`src/rtl/mdu_issue_ctrl_pkg.sv`:
```
// Shared definitions for the EX-stage mult/div issue sequencer: op codes, state encoding, op decode.
package mdu_issue_ctrl_pkg;

  localparam int unsigned OP_W   = 5;
  localparam int unsigned XLEN   = 32;
  localparam int unsigned HILO_W = 64;

  // ALU control codes for the HI/LO-producing ops (shared ALU decode).
  localparam logic [OP_W-1:0] ALU_NOP           = 5'd0;
  localparam logic [OP_W-1:0] ALU_SIGNED_MULT   = 5'd12;
  localparam logic [OP_W-1:0] ALU_UNSIGNED_MULT = 5'd13;
  localparam logic [OP_W-1:0] ALU_SIGNED_DIV    = 5'd14;
  localparam logic [OP_W-1:0] ALU_UNSIGNED_DIV  = 5'd15;

  typedef enum logic [1:0] {
    MDU_IDLE      = 2'd0,
    MDU_MULT_BUSY = 2'd1,
    MDU_DIV_BUSY  = 2'd2,
    MDU_DONE      = 2'd3
  } mdu_state_e;

  function automatic logic is_mult_op(input logic [OP_W-1:0] op);
    return (op == ALU_SIGNED_MULT) || (op == ALU_UNSIGNED_MULT);
  endfunction

  function automatic logic is_div_op(input logic [OP_W-1:0] op);
    return (op == ALU_SIGNED_DIV) || (op == ALU_UNSIGNED_DIV);
  endfunction

endpackage

```
`src/rtl/mdu_issue_ctrl_lat_cnt.sv`:
```
// Loadable up-counter with terminal-count flag; times the multiplier latency.
module mdu_lat_cnt #(
  parameter int unsigned CNT_W  = 4,
  parameter int unsigned TC_VAL = 8
) (
  input  logic             clk,
  input  logic             resetn,
  input  logic             clr_i,
  input  logic             load_i,
  input  logic [CNT_W-1:0] load_val_i,
  input  logic             inc_i,
  output logic             tc_o
);

  logic [CNT_W-1:0] cnt_d, cnt_q;

  // Clear beats load beats increment.
  always_comb begin
    cnt_d = cnt_q;
    if (clr_i) begin
      cnt_d = '0;
    end else if (load_i) begin
      cnt_d = load_val_i;
    end else if (inc_i) begin
      cnt_d = cnt_q + CNT_W'(1);
    end
  end

  always_ff @(posedge clk or negedge resetn) begin
    if (!resetn) begin
      cnt_q <= '0;
    end else begin
      cnt_q <= cnt_d;
    end
  end

  assign tc_o = (cnt_q == CNT_W'(TC_VAL));

endmodule

```
`src/rtl/mdu_issue_ctrl.sv`:
```
// Sequences the EX-stage multiplier and divider: launch, EX stall, {HI,LO} capture and a single
// HI/LO write strobe when the op leaves EX; flushes abandon the op without writing HI/LO.
module mdu_issue_ctrl
  import mdu_issue_ctrl_pkg::*;
#(
  parameter int unsigned MULT_LAT = 9,
  parameter int unsigned CNT_W    = 4
) (
  input  logic              clk,
  input  logic              resetn,
  input  logic [OP_W-1:0]   op_i,
  input  logic [XLEN-1:0]   src_a_i,
  input  logic [XLEN-1:0]   src_b_i,
  input  logic              flush_e_i,
  input  logic              flush_exc_i,
  input  logic              stall_m_i,
  output logic              mult_ce_o,
  output logic              mult_sign_o,
  input  logic [HILO_W-1:0] mult_p_i,
  output logic              div_opn_valid_o,
  output logic              div_sign_o,
  output logic              div_abort_o,
  input  logic              div_res_valid_i,
  output logic              div_res_ready_o,
  input  logic [HILO_W-1:0] div_result_i,
  output logic              stall_o,
  output logic [HILO_W-1:0] result_o,
  output logic              hilo_we_o
);

  mdu_state_e        state_d, state_q;
  logic [HILO_W-1:0] result_d, result_q;
  logic              kill;
  logic              cnt_clr, cnt_load, cnt_inc, cnt_tc;

  // Operands go straight from EX to the units; EX holds them stable while stalled.
  logic unused_operands;
  assign unused_operands = ^{src_a_i, src_b_i};

  assign kill = flush_e_i | flush_exc_i;

  mdu_lat_cnt #(
    .CNT_W  (CNT_W),
    .TC_VAL (MULT_LAT - 1)
  ) u_lat_cnt (
    .clk        (clk),
    .resetn     (resetn),
    .clr_i      (cnt_clr),
    .load_i     (cnt_load),
    .load_val_i (CNT_W'(1)),
    .inc_i      (cnt_inc),
    .tc_o       (cnt_tc)
  );

  always_comb begin
    state_d         = state_q;
    result_d        = result_q;
    cnt_clr         = 1'b0;
    cnt_load        = 1'b0;
    cnt_inc         = 1'b0;
    mult_ce_o       = 1'b0;
    div_opn_valid_o = 1'b0;
    div_abort_o     = 1'b0;
    div_res_ready_o = 1'b0;
    stall_o         = 1'b0;
    hilo_we_o       = 1'b0;
    mult_sign_o     = (op_i == ALU_SIGNED_MULT);
    div_sign_o      = (op_i == ALU_SIGNED_DIV);

    unique case (state_q)
      MDU_IDLE: begin
        if (!kill && is_mult_op(op_i)) begin
          mult_ce_o = 1'b1;
          stall_o   = 1'b1;
          cnt_load  = 1'b1;
          state_d   = MDU_MULT_BUSY;
        end else if (!kill && is_div_op(op_i)) begin
          div_opn_valid_o = 1'b1;
          stall_o         = 1'b1;
          state_d         = MDU_DIV_BUSY;
        end
      end
      MDU_MULT_BUSY: begin
        mult_ce_o = 1'b1;
        stall_o   = 1'b1;
        if (kill) begin
          cnt_clr = 1'b1;
          state_d = MDU_IDLE;
        end else if (cnt_tc) begin
          cnt_clr  = 1'b1;
          result_d = mult_p_i;
          state_d  = MDU_DONE;
        end else begin
          cnt_inc = 1'b1;
        end
      end
      MDU_DIV_BUSY: begin
        div_opn_valid_o = 1'b1;
        stall_o         = 1'b1;
        if (kill) begin
          // A result arriving with the flush is dropped; the abort clears the divider.
          div_abort_o = 1'b1;
          state_d     = MDU_IDLE;
        end else if (div_res_valid_i) begin
          div_res_ready_o = 1'b1;
          result_d        = div_result_i;
          state_d         = MDU_DONE;
        end
      end
      MDU_DONE: begin
        if (kill) begin
          state_d = MDU_IDLE;
        end else if (!stall_m_i) begin
          hilo_we_o = 1'b1;
          state_d   = MDU_IDLE;
        end
      end
      default: state_d = MDU_IDLE;
    endcase

    if (flush_exc_i) begin
      stall_o = 1'b0;
    end

    // Decoded outputs must not leak the op in EX while reset is asserted.
    if (!resetn) begin
      mult_ce_o       = 1'b0;
      mult_sign_o     = 1'b0;
      div_opn_valid_o = 1'b0;
      div_sign_o      = 1'b0;
      div_abort_o     = 1'b0;
      div_res_ready_o = 1'b0;
      stall_o         = 1'b0;
      hilo_we_o       = 1'b0;
    end
  end

  always_ff @(posedge clk or negedge resetn) begin
    if (!resetn) begin
      state_q  <= MDU_IDLE;
      result_q <= '0;
    end else begin
      state_q  <= state_d;
      result_q <= result_d;
    end
  end

  assign result_o = result_q;

endmodule
```
`config.mk`:
```
export PLATFORM = sky130hd
export DESIGN_NAME = mdu_issue_ctrl
export DESIGN_NICKNAME = d
export VERILOG_FILES = /design/src/rtl/mdu_issue_ctrl_pkg.sv /design/src/rtl/mdu_issue_ctrl_lat_cnt.sv /design/src/rtl/mdu_issue_ctrl.sv
export SDC_FILE = /design/constraint.sdc
export NUM_CORES = 1
export LEC_CHECK = 0
export CAP_MARGIN = 20
export CORE_MARGIN = 4
export CORE_UTILIZATION = 32
export DETAILED_ROUTE_END_ITERATION = 10
export PLACE_DENSITY = 0.78
export SLEW_MARGIN = 5
export SYNTH_ARGS = -nofsm -noshare
export SYNTH_HDL_FRONTEND = slang
export SYNTH_SLANG_ARGS = --single-unit
```
`constraint.sdc`:
```
create_clock -name clk -period 1.75 [get_ports clk]
set_clock_uncertainty 0.2 [all_clocks]
set_input_delay 0.175 -clock clk [delete_from_list [all_inputs] [get_ports clk]]
set_output_delay 0.175 -clock clk [all_outputs]
set_load 0.05 [all_outputs]
```
==> summary.txt <==
n_diodes: 0
Placed Instances: 712
Final Max Slew Viols: 0
Worst Max-Slew Pin Slew: 0.519 ns
clock sinks: 70
total CTS buffers: 9
fmax: 0.502 GHz
vias in the first global route: 3929
CTS clock-pin slew for the worst setup and hold paths: 0.06 ns
Setup crit start: state_q[0]
leading cell type by number of instances after synthesis: nor2_1
Pwr Total: 0.0147 W
CP startpoint kind: register
worst r2r src: state_q[0]
fin crit period: 1.99 ns
DRT antenna net count: 0
Worst Path Arrival: 1.62 ns
Max Cap Violations: 0
EDFF count, synth: 0
violated checks: setup timing
first-pass GRT wire length: 19400 microns
Synth Flop Type: dfrtp_1
Die W: 118 microns
wire per inst: 17.1 microns
Synth area leaders: dfrtp_1 (45%), mux2i_1 (17%), a21oi_2 (13%)
overall die area: 14000 sq um
initial antenna violation count: 0
clock root cell: clkbuf_16
Setup Crit Path Kind: reg -> out
Final Hold Violating Endpoints: 0
htree depth: 3
Final period util: 1.14
CTS Buffer Depth: 2
# DRC: 0
gr ovfl total: 0
Final Worst Setup Slack: -0.241 ns
Final Net Count: 817
number of synthesized register bits: 70
Synth warnings: 0
Max VDD drop: 0.917 mV
result of the run: finished, violations left
fin area: 7590 sq um
cells on worst reg2reg path: 9
Crit Path Max Fanout: 3
critical path's slowest cell: dfrtp_1
total power divided by cell area: 1940 nW/um^2
Worst Setup End Kind: output pin
total stage count of the critical path: 7
CP bufs+invs: 3
# setup viols final: 78
internal reg-to-reg setup slack: -0.23 ns
Yosys top cell by area: dfrtp_1
WP data required: 1.37 ns
vias: 3635
area of the mapped netlist: 3890 sq um
DP HPWL: 9100 microns
DR pass1 iterations: 4
Initial Util: 0.333
crit path capture: mult_ce_o
area grow syn2layout: 95.2%
GR Util All Layers: 0.170
# port buffers: 210
non-filler cells, final: 755
hold crit path type: in -> async
worst-path cell chain: inv_2, ha_4, inv_2, nor4_4, nor2_4, nor2_4, buf_12
post-synthesis cell type count: 33
RD Place Congestion: 0.791
setup repair after global routing missed its margin: true
register area share after synthesis: 0.451
commonest cells in the netlist: nor2_1 (72), dfrtp_1 (70), mux2i_1 (66)
Worst path max stage delay: 0.41 ns
asr flop ratio synth: 1.00
P_leak: 3.14 nW
initial drt markers: 139
largest delay contributor family on the critical path: flip-flops
largest net degree at the start of global routing: 42
routed vias/inst: 4.81
share of cells above drive strength 1: 0.516
I/O Pins: 275
Post-Syn Area per Cell: 11.3 sq um
latest clock arrival within the worst-skew pair: 0.32 ns
FP Rows: 39
Slew headroom: 0.654
CTS tree: yes
Syn Nets: 553
DRT Wirelength: 12900 microns
Cells after Synth: 344
core area: 11700 sq um
critical register-to-register path endpoint: result_o[16]
Cell Area, Placed: 6180 sq um
share of the synthesized area in the top cell type: 0.451
Die Y: 118 microns
Fin Hold WS: 0.0849 ns
final cells by class:
cell class / count / area, sq um
fillers: 889 / 4080
repair buffers: 277 / 2900
multi-input cells: 242 / 2400
flip-flops and latches: 70 / 1750
clock buffers: 11 / 253
well taps: 143 / 179
clock inverters: 4 / 70.1
inverters: 8 / 30.0
power by group:
| part | switching, W | internal [W] |
|---|---|---|
| sequential | 0.000802 | 0.00241 |
| clock | 0.000648 | 0.00131 |
| combinational | 0.00551 | 0.00405 |
flip-flops by register name, summed over array words and instances, names as in the netlist:
name	count
state_q	2
u_lat_cnt.cnt_q	4
result_o	64
layout by cell type, fill, tap and decap left out, types with 5 or more instances in the layout:
cell	synthesis	final
clkdlybuf4s50_1	0	134
buf_4	2	94
dfrtp_1	70	69
a21oi_2	56	64
mux2i_1	66	61
nor2_4	0	55
buf_12	6	21
nor2_2	0	14
clkbuf_16	0	13
buf_6	4	13
inv_2	0	5
per-stage QoR:
stage	worst slack, ns	util	setup TNS [ns]
finish	-0.241	0.650	-13.02
global route	-0.322	0.650	-18.49
detailed placement	-0.402	0.530	-25.78
global placement	-0.361	0.530	-23.23
floorplan	-0.511	-	-9.08
CTS	-0.258	0.596	-12.21
what timing repair did:
action | 4_1_cts | 5_1_grt
setup buffers | 12 | 6
hold endpoints to repair | 70 | 0
hold buffers | 1 | 0
pin swaps | 10 | 3
gates resized for setup | 53 | 151
gates cloned | 7 | 5
endpoints found under the setup margin | 76 | 77
how the worst min path moves through the flow:
stage / from / to / slack (ns)
after floorplan: resetn / result_o[0] / -0.32
after global placement: resetn / state_q[0] / -0.20
after detailed placement: resetn / state_q[1] / -0.20
after CTS: resetn / state_q[1] / 0.08
after global routing: resetn / state_q[0] / 0.08
final: resetn / state_q[0] / 0.08
kinds of logic after synthesis:
family,count (synthesis),synth area share
simple gates,91,0.101
compound gates,78,0.162
buf+inv,32,0.0940
fa+ha+maj,6,0.0193
mux,67,0.173
flops,70,0.451
per-layer routing:
layer | GRT usage | wire length (microns) | vias up
met3 | 0.0492 | 823 | 28
met2 | 0.317 | 6960 | 141
met5 | 0 | 0 | -
met4 | 0.0623 | 316 | 0
li1 | - | - | 1729
met1 | 0.182 | 4780 | 1737
Power figures use the tool's default switching activity.
